File: src/rtl/pdm_tx.sv
// PCM-to-PDM transmitter: one-entry sample queue feeding a first-order error-feedback
// sigma-delta modulator; one PDM bit per CLK_DIV clocks, upstream stalls on s_ready.
module pdm_tx #(
  parameter int CLK_DIV      = 40,
  parameter int SAMPLE_WIDTH = 16,
  parameter int OSR          = 64
) (
  input  logic                           clk,
  input  logic                           rst,
  input  logic signed [SAMPLE_WIDTH-1:0] s_data,
  input  logic                           s_valid,
  output logic                           s_ready,
  output logic                           pdm_clk,
  output logic                           pdm_data,
  output logic                           sample_load,
  output logic                           underrun
);
  localparam int DIV_W = (CLK_DIV > 1) ? $clog2(CLK_DIV) : 1;
  localparam int BIT_W = (OSR > 1) ? $clog2(OSR) : 1;
  localparam logic [DIV_W-1:0] DIV_LAST = DIV_W'(CLK_DIV - 1);
  localparam logic [DIV_W-1:0] DIV_HALF = DIV_W'(CLK_DIV / 2);
  localparam logic [BIT_W-1:0] BIT_LAST = BIT_W'(OSR - 1);

  typedef enum logic {IDLE, RUN} state_t;

  state_t                  state_q, state_d;
  logic [DIV_W-1:0]        div_cnt_q, div_cnt_d;
  logic [BIT_W-1:0]        bit_cnt_q, bit_cnt_d;
  logic [SAMPLE_WIDTH-1:0] acc_q, acc_d;
  logic [SAMPLE_WIDTH-1:0] cur_q, cur_d;
  logic [SAMPLE_WIDTH-1:0] next_q, next_d;
  logic                    next_full_q, next_full_d;
  logic                    pdm_clk_q, pdm_clk_d;
  logic                    pdm_data_q, pdm_data_d;
  logic                    s_ready_q, s_ready_d;
  logic                    sample_load_q, sample_load_d;
  logic                    underrun_q, underrun_d;

  logic                    bit_tick;
  logic                    osr_end;
  logic                    accept;
  logic [SAMPLE_WIDTH-1:0] u;
  logic [SAMPLE_WIDTH:0]   sum;

  assign bit_tick = (div_cnt_q == DIV_LAST);
  assign osr_end  = bit_tick && (bit_cnt_q == BIT_LAST);
  assign accept   = s_valid && s_ready_q;

  // Flipping the sign bit turns two's complement into offset binary.
  assign u   = {~cur_q[SAMPLE_WIDTH-1], cur_q[SAMPLE_WIDTH-2:0]};
  assign sum = {1'b0, acc_q} + {1'b0, u};

  always_comb begin
    div_cnt_d = bit_tick ? '0 : div_cnt_q + DIV_W'(1);
    pdm_clk_d = (div_cnt_d >= DIV_HALF);
  end

  always_comb begin
    acc_d      = acc_q;
    pdm_data_d = pdm_data_q;
    bit_cnt_d  = bit_cnt_q;
    if (bit_tick) begin
      acc_d      = sum[SAMPLE_WIDTH-1:0];
      pdm_data_d = sum[SAMPLE_WIDTH];
      bit_cnt_d  = (bit_cnt_q == BIT_LAST) ? '0 : bit_cnt_q + BIT_W'(1);
    end
  end

  always_comb begin
    state_d       = state_q;
    cur_d         = cur_q;
    next_d        = next_q;
    next_full_d   = next_full_q;
    sample_load_d = 1'b0;
    underrun_d    = 1'b0;
    if (osr_end) begin
      if (next_full_q) begin
        cur_d         = next_q;
        next_full_d   = 1'b0;
        sample_load_d = 1'b1;
        state_d       = RUN;
      end else begin
        case (state_q)
          RUN:     underrun_d = 1'b1;
          default: underrun_d = 1'b0;
        endcase
      end
    end
    // A boundary-cycle handshake lands after the boundary decision, so it waits one block.
    if (accept) begin
      next_d      = s_data;
      next_full_d = 1'b1;
    end
    s_ready_d = ~next_full_d;
  end

  always_ff @(posedge clk) begin
    if (rst) begin
      state_q       <= IDLE;
      div_cnt_q     <= '0;
      bit_cnt_q     <= '0;
      acc_q         <= '0;
      cur_q         <= '0;
      next_q        <= '0;
      next_full_q   <= 1'b0;
      pdm_clk_q     <= 1'b0;
      pdm_data_q    <= 1'b0;
      s_ready_q     <= 1'b0;
      sample_load_q <= 1'b0;
      underrun_q    <= 1'b0;
    end else begin
      state_q       <= state_d;
      div_cnt_q     <= div_cnt_d;
      bit_cnt_q     <= bit_cnt_d;
      acc_q         <= acc_d;
      cur_q         <= cur_d;
      next_q        <= next_d;
      next_full_q   <= next_full_d;
      pdm_clk_q     <= pdm_clk_d;
      pdm_data_q    <= pdm_data_d;
      s_ready_q     <= s_ready_d;
      sample_load_q <= sample_load_d;
      underrun_q    <= underrun_d;
    end
  end

  assign s_ready     = s_ready_q;
  assign pdm_clk     = pdm_clk_q;
  assign pdm_data    = pdm_data_q;
  assign sample_load = sample_load_q;
  assign underrun    = underrun_q;

endmodule

File: config.mk
export PLATFORM = sky130hd
export DESIGN_NAME = pdm_tx
export DESIGN_NICKNAME = d
export VERILOG_FILES = /design/src/rtl/pdm_tx.sv
export SDC_FILE = /design/constraint.sdc
export NUM_CORES = 1
export LEC_CHECK = 0
export ABC_AREA = 1
export CORE_UTILIZATION = 45
export DETAILED_ROUTE_END_ITERATION = 12
export PLACE_DENSITY = 0.7
export SKIP_CTS_REPAIR_TIMING = 1
export SLEW_MARGIN = 10
export SYNTH_ARGS = -nofsm -noshare
export SYNTH_HDL_FRONTEND = slang
export SYNTH_SLANG_ARGS = --single-unit
File: constraint.sdc
create_clock -name clk -period 1.51 [get_ports clk]
set_input_delay 0.302 -clock clk [delete_from_list [all_inputs] [get_ports clk]]
set_output_delay 0.302 -clock clk [all_outputs]
set_load 0.01 [all_outputs]
==> metrics.md <==
| Metric | Value |
|---|---|
| Setup slack after layout | `-0.121 ns` |
| Worst-case hold path end point | `bit_cnt_q[0]$_SDFFE_PP0N_` |
| Final worst-path cycle share | `108%` |
| Final worst path period need | `1.63 ns` |
| Count of standard-cell rows | `31` |
| Tightest Hold Check Type | `reg -> reg` |
| DR vias | `3,250` |
| Min-Delay Startpoint | `bit_cnt_q[0]$_SDFFE_PP0N_` |
| Slowest-stage cell, CP | `sky130_fd_sc_hd__fa_2` |
| Number of iterations in the first detailed-routing pass | `4` |
| Total number of H-tree levels | `3` |
| Total negative setup slack | `-0.458 ns` |
| Longest Clk Path Bufs | `2` |
| Worst hold slack after final layout | `0.465 ns` |
| Clk slew on worst S/H paths | `0.08 ns` |
| Synth cell types | `31` |
| Final global-route overflow total | `0` |
| Detail Route Antenna Nets | `0` |
| Die width | `89.3 um` |
| Number of cells on the worst reg-to-reg path | `11` |
| Most frequent cell on the critical path | `sky130_fd_sc_hd__nand2_2` |
| Largest stage delay, worst path | `~0.36 ns` |
| I/O Buffers | `23` |
| Series of cell instances along the critical path | `ha_4, fa_2, nand2_2, nand2_2, and2_4, nand2_2, nand2_2, xnor2_2, nand2_1, nand2_1, inv_1` |
| Final Setup Violations | `8` |
| Avg WL per Cell | `around 13 um` |
| Data arrival time of the worst path | `1.88 ns` |
| Critical path type | `reg -> reg` |
| Number of pins exceeding their max-slew limit in the final report | `0` |
| Largest delay contributor family on the critical path | `adder cells` |
| Post-layout nets | `594` |
| Synthesized area divided by synthesized cell count | `6.97 um2` |
| Global Route Usage Sum | `20.1%` |
| Initial cell density of the core | `47.0%` |
| Post-detail-place hpwl | `5320 um` |
| Failing checks | `setup timing` |
| Reg-to-reg setup timing slack | `-0.12 ns` |
| Post-Syn Area | `~0.0034 mm2` |
| Vias per inst | `around 4.9` |
| Largest voltage drop on the vdd net | `0.676 mV` |
| Die Span Y | `89.3 um` |
| Maximum number of pins on one net before global-route repair | `31` |
| Number of CTS-inserted buffers | `9` |
| Number of global-route vias before repair | `around 2,900` |
| Status | `finished, violations left` |
| Critical Path Sink Type | `flop` |
| Initial antenna violation count | `0` |
| I/O pin count | `24` |
| Slew HR | `79.1%` |
| Total power after layout | `3.87 mW` |
| Clock Tree Root | `sky130_fd_sc_hd__clkbuf_8` |
| Max-capacitance violation count | `0` |
| Final instance area | `0.00480 mm2` |
| Worst path bufs/invs | `1` |
| Register bit total from synthesis | `67` |
| R2r endpoint | `acc_q[8]$_SDFFE_PP0N_` |
| Actual transition at the worst max-transition pin | `between 0.3 and 0.4 ns` |
| Post-synth ARST share | `0%` |
| Leakage | `2.10 nW` |
| Worst flop-to-flop path startpoint | `cur_q[0]$_SDFFE_PP0P_` |
| Wire length of the first global-routing pass | `roughly 12,000 um` |
| Number of violations reported at the end of detailed-routing iteration 0 | `slightly below 200` |
| CTS tree | `done` |
| Number of synthesis warnings | `0` |
| Place WS | `-0.135 ns` |
| Worst clock skew | `0.0128 ns` |
| Sort of element at the start of the critical path | `flop` |
| Total die area | `around 0.008 mm2` |
| Insertion delay to the later sink of the worst-skew pair | `0.35 ns` |
| Synthesized Nets | `between 500 and 600` |
| Post-route DRC | `0` |
| Data required time at the worst endpoint | `1.76 ns` |
| Most instantiated flip-flop cell in the synthesis netlist | `sky130_fd_sc_hd__dfxtp_1` |
| Timing-limited maximum frequency | `between 600 and 700 MHz` |
| Sequential element share of the synthesized area | `39.1%` |
| Final Wtd Congestion | `between 0.8 and 0.9` |
| Hold Violations, Final | `0` |
| Diodes inserted | `0` |
| Core area | `0.00729 mm2` |
| Hold depth | `1` |
| Share of final-layout standard cells stronger than drive strength 1 | `28.7%` |
| Number of sinks on the clock net | `67` |
| Routed wire length | `8250 um` |
| Unrepaired setup endpoints after global routing | `yes` |
| Area Growth Syn to Fin | `40.1%` |
| Critical path fanouts, max | `3` |
| Post-synth EDFFs | `0` |
| Cell area reported after detailed placement | `0.00403 mm2` |
| Number of fillers in the final layout | `575` |
| Power Dens Cells | `806 mW/mm2` |
| Mapped Cells | `about 500` |
[cell usage in the layout, fill, tap and decap left out, types with 6 or more instances in the layout]
| cell type | netlist | routed |
|---|---|---|
| sky130_fd_sc_hd__ha_4 | 0 | 14 |
| sky130_fd_sc_hd__buf_6 | 3 | 6 |
| sky130_fd_sc_hd__a21oi_1 | 30 | 25 |
| sky130_fd_sc_hd__nand2_1 | 112 | 86 |
| sky130_fd_sc_hd__inv_1 | 59 | 57 |
| sky130_fd_sc_hd__clkbuf_8 | 0 | 9 |
| sky130_fd_sc_hd__nand2_2 | 1 | 25 |
| sky130_fd_sc_hd__o21ai_0 | 26 | 22 |
| sky130_fd_sc_hd__dfxtp_1 | 67 | 50 |
| sky130_fd_sc_hd__buf_4 | 4 | 35 |
| sky130_fd_sc_hd__clkdlybuf4s50_1 | 0 | 19 |
| sky130_fd_sc_hd__a21oi_2 | 1 | 6 |
| sky130_fd_sc_hd__dfxtp_2 | 0 | 17 |
| sky130_fd_sc_hd__nor2_1 | 83 | 78 |
| sky130_fd_sc_hd__nand3_2 | 2 | 9 |
| sky130_fd_sc_hd__nand3_1 | 42 | 32 |
[report_power, final]
group          switching [mW]  total [mW]  internal (mW)
Combinational           0.103       0.215          0.112
Clock                   0.723        1.82           1.09
Sequential             0.0297        1.84           1.81
Total                   0.855        3.87           3.01
[how the worst max path moves through the flow]
stage,start,slack [ns],endpoint,cells after the start
after floorplan,cur_q[0]$_SDFFE_PP0P_,-0.05,acc_q[8]$_SDFFE_PP0N_,11
after global placement,cur_q[0]$_SDFFE_PP0P_,-0.12,acc_q[8]$_SDFFE_PP0N_,11
after detailed placement,cur_q[0]$_SDFFE_PP0P_,-0.14,acc_q[10]$_SDFFE_PP0N_,12
after CTS,cur_q[0]$_SDFFE_PP0P_,-0.14,acc_q[10]$_SDFFE_PP0N_,12
after global routing,cur_q[0]$_SDFFE_PP0P_,-0.21,acc_q[8]$_SDFFE_PP0N_,11
final,cur_q[0]$_SDFFE_PP0P_,-0.12,acc_q[8]$_SDFFE_PP0N_,11
[sequential cells by signal, indices dropped and copies added (netlist names)]
register	flops
pdm_data	1
acc_q	16
s_ready	1
next_q	16
underrun	1
sample_load	1
cur_q	16
pdm_clk	1
state_q	1
bit_cnt_q	6
next_full_q	1
div_cnt_q	6
[metal layers]
layer	global-route usage, %	up-vias	wire, um
met5	0	-	0
met4	7.22	0	118
met3	4.16	12	322
met2	33.0	72	4010
met1	26.2	1476	3800
li1	-	1690	-
[cell families after synthesis]
family / after synthesis / synth area share [%]
buf+inv: 77 / 9.60
flops: 67 / 39.1
xor+xnor: 8 / 2.04
fa+ha+maj: 19 / 7.15
simple gates: 258 / 32.0
compound gates: 63 / 10.0
[synth_stat cells (2+ instances only)]
master,number,area share (%)
sky130_fd_sc_hd__a211oi_2,2,0.73
sky130_fd_sc_hd__nand3_2,2,0.58
sky130_fd_sc_hd__buf_4,4,0.88
sky130_fd_sc_hd__buf_6,3,0.99
sky130_fd_sc_hd__nand2_1,112,12
sky130_fd_sc_hd__clkbuf_1,10,1.1
sky130_fd_sc_hd__inv_1,59,6.5
sky130_fd_sc_hd__a21oi_1,30,4.4
sky130_fd_sc_hd__o211ai_1,3,0.66
sky130_fd_sc_hd__dfxtp_1,67,39
sky130_fd_sc_hd__nor3_1,5,0.73
sky130_fd_sc_hd__or2_2,2,0.36
sky130_fd_sc_hd__nand3_1,42,6.1
sky130_fd_sc_hd__xor2_1,2,0.51
sky130_fd_sc_hd__o21ai_0,26,3.8
sky130_fd_sc_hd__nand3b_1,2,0.44
sky130_fd_sc_hd__nor2_4,3,0.99
sky130_fd_sc_hd__ha_1,18,6.6
sky130_fd_sc_hd__xnor2_1,6,1.5
sky130_fd_sc_hd__nor2_1,83,9.1
[area by class of cell]
cell class | instances | area, um2 | share of cell area [%]
clock inverters | 6 | 114 | 2.37
flip-flops and latches | 67 | 1360 | 28.4
repair buffers | 70 | 686 | 14.3
clock buffers | 9 | 124 | 2.58
inverters | 60 | 238 | 4.95
multi-input cells | 348 | 2160 | 44.9
well taps | 99 | 124 | 2.58
[per-stage QoR]
stage / instances / utilization (%)
global route: 659 / 65.9
detailed placement: 634 / 55.2
floorplan: 492 / -
finish: 659 / 65.9
global placement: 634 / 55.2
CTS: 649 / 58.5
Note: power is estimated with default switching activity, not from simulation.
==> RTL change (same settings) <==
`SAMPLE_WIDTH`: 16 -> 18.
--- a/src/rtl/pdm_tx.sv
+++ b/src/rtl/pdm_tx.sv
@@ -2,7 +2,7 @@
 // sigma-delta modulator; one PDM bit per CLK_DIV clocks, upstream stalls on s_ready.
 module pdm_tx #(
   parameter int CLK_DIV      = 40,
-  parameter int SAMPLE_WIDTH = 16,
+  parameter int SAMPLE_WIDTH = 18,
   parameter int OSR          = 64
 ) (
   input  logic                           clk,
Ports: changed (resized s_data); port bits go from 24 to 26. The function was not compared with the original's and may differ.
==> RTL change against the unedited design <==
Sequential cell count is 6 higher. Critical path type unchanged. Setup slack got worse by 0.091 ns. The run still ends with setup timing left. Sequential share of layout area is essentially flat. Wire length increased by 25%. Power grew 1.3%. Maximum frequency is 5.3% lower. Cell area grew 9.9%. Area after synthesis grew 6.5%.
==> RTL change: results (changes against the unedited design) <==
| Metric | Value |
|---|---|
| Seq group | 2.00 mW (was 1.84 mW) |
| Count of filler cells inserted in the layout | 569 (was 575) |
| 1st-pass router iterations | 7 (was 4) |
| P_comb | 230 uW (was 215 uW) |
| GR Util met3 | 0.0398 (was 0.0416) |
| Initial drt markers | 262 (was 198) |
| Non-filler cells, final | 702 (was 659) |
| Detailed Place HPWL | 5.70 mm (was 5.32 mm) |
| Seq. cell area | 1500 um^2 (was 1360 um^2) |
| Metal3 WL | 576 um (was 322 um) |
| Sw Share | 0.233 (was 0.221) |
| Setup violators final | 13 (was 8) |
| Final #Nets | 638 (was 594) |
| Post-Syn Nets | 562 (was 530) |
| P_leak | 2.35 nW (was 2.10 nW) |
| Failing checks | setup timing (unchanged) |
| GR Util met2 | 0.323 (was 0.330) |
| Compound-Gate Fraction of Synth Area | 0.124 (was 0.100) |
| PnR worst setup slack | -0.212 ns (was -0.121 ns) |
| Tot GR Track Use | 0.197 (was 0.201) |
| Layout cell share with drive strength beyond 1 | 0.325 (was 0.288) |
| Seq/Total Area, Yosys | 0.400 (was 0.391) |
| Mean post-synth cell area | 7.02 um^2 (was 6.97 um^2) |
| Drt total wl | 10.3 mm (was 8.25 mm) |
| Dpl cell area | 4310 um^2 (was 4030 um^2) |
| Status | complete, but fails checks (unchanged) |
| Largest cells by area after synthesis | dfxtp_1 40%, nand2_1 10%, nor2_1 9.8%, ha_1 6.9%, nand3_1 6.4% (was dfxtp_1 39%, nand2_1 12%, nor2_1 9.1%, ha_1 6.6%, inv_1 6.5%) |
| Clock buf count | 10 (was 9) |
| Non-clock buffers | 84 (was 70) |
-- RTL change: cell types whose count changed in the layout (fill, tap and decap cells not counted), sizes merged, moves of 3 or more --
cell    change
clkinv      +3
dfxtp       +6
nand2      -16
nor2       +10
buf        +11
nand3       +4
inv         -4
xor2        +5
a21oi      +11
o21ai      +14
-- RTL change: per-stage QoR --
stage	util	worst slack, ns	hold WS (ns)	TNS [ns]
global placement	0.555	-0.165	0.445	-2.06
CTS	0.582	-0.218	0.472	-3.62
detailed placement	0.555	-0.204	0.448	-2.95
global route	0.679	-0.309	0.496	-3.29
finish	0.679	-0.212	0.472	-1.70
floorplan	-	-0.102	0.420	-0.442
-- RTL change: final timing paths --
path,to,slack [ns],depth (start not counted)
worst max-delay path,acc_q[14],-0.21,11
worst min-delay path,cur_q[10],0.47,2
worst max register to register,acc_q[14],-0.21,11
worst min register to register,cur_q[10],0.47,2
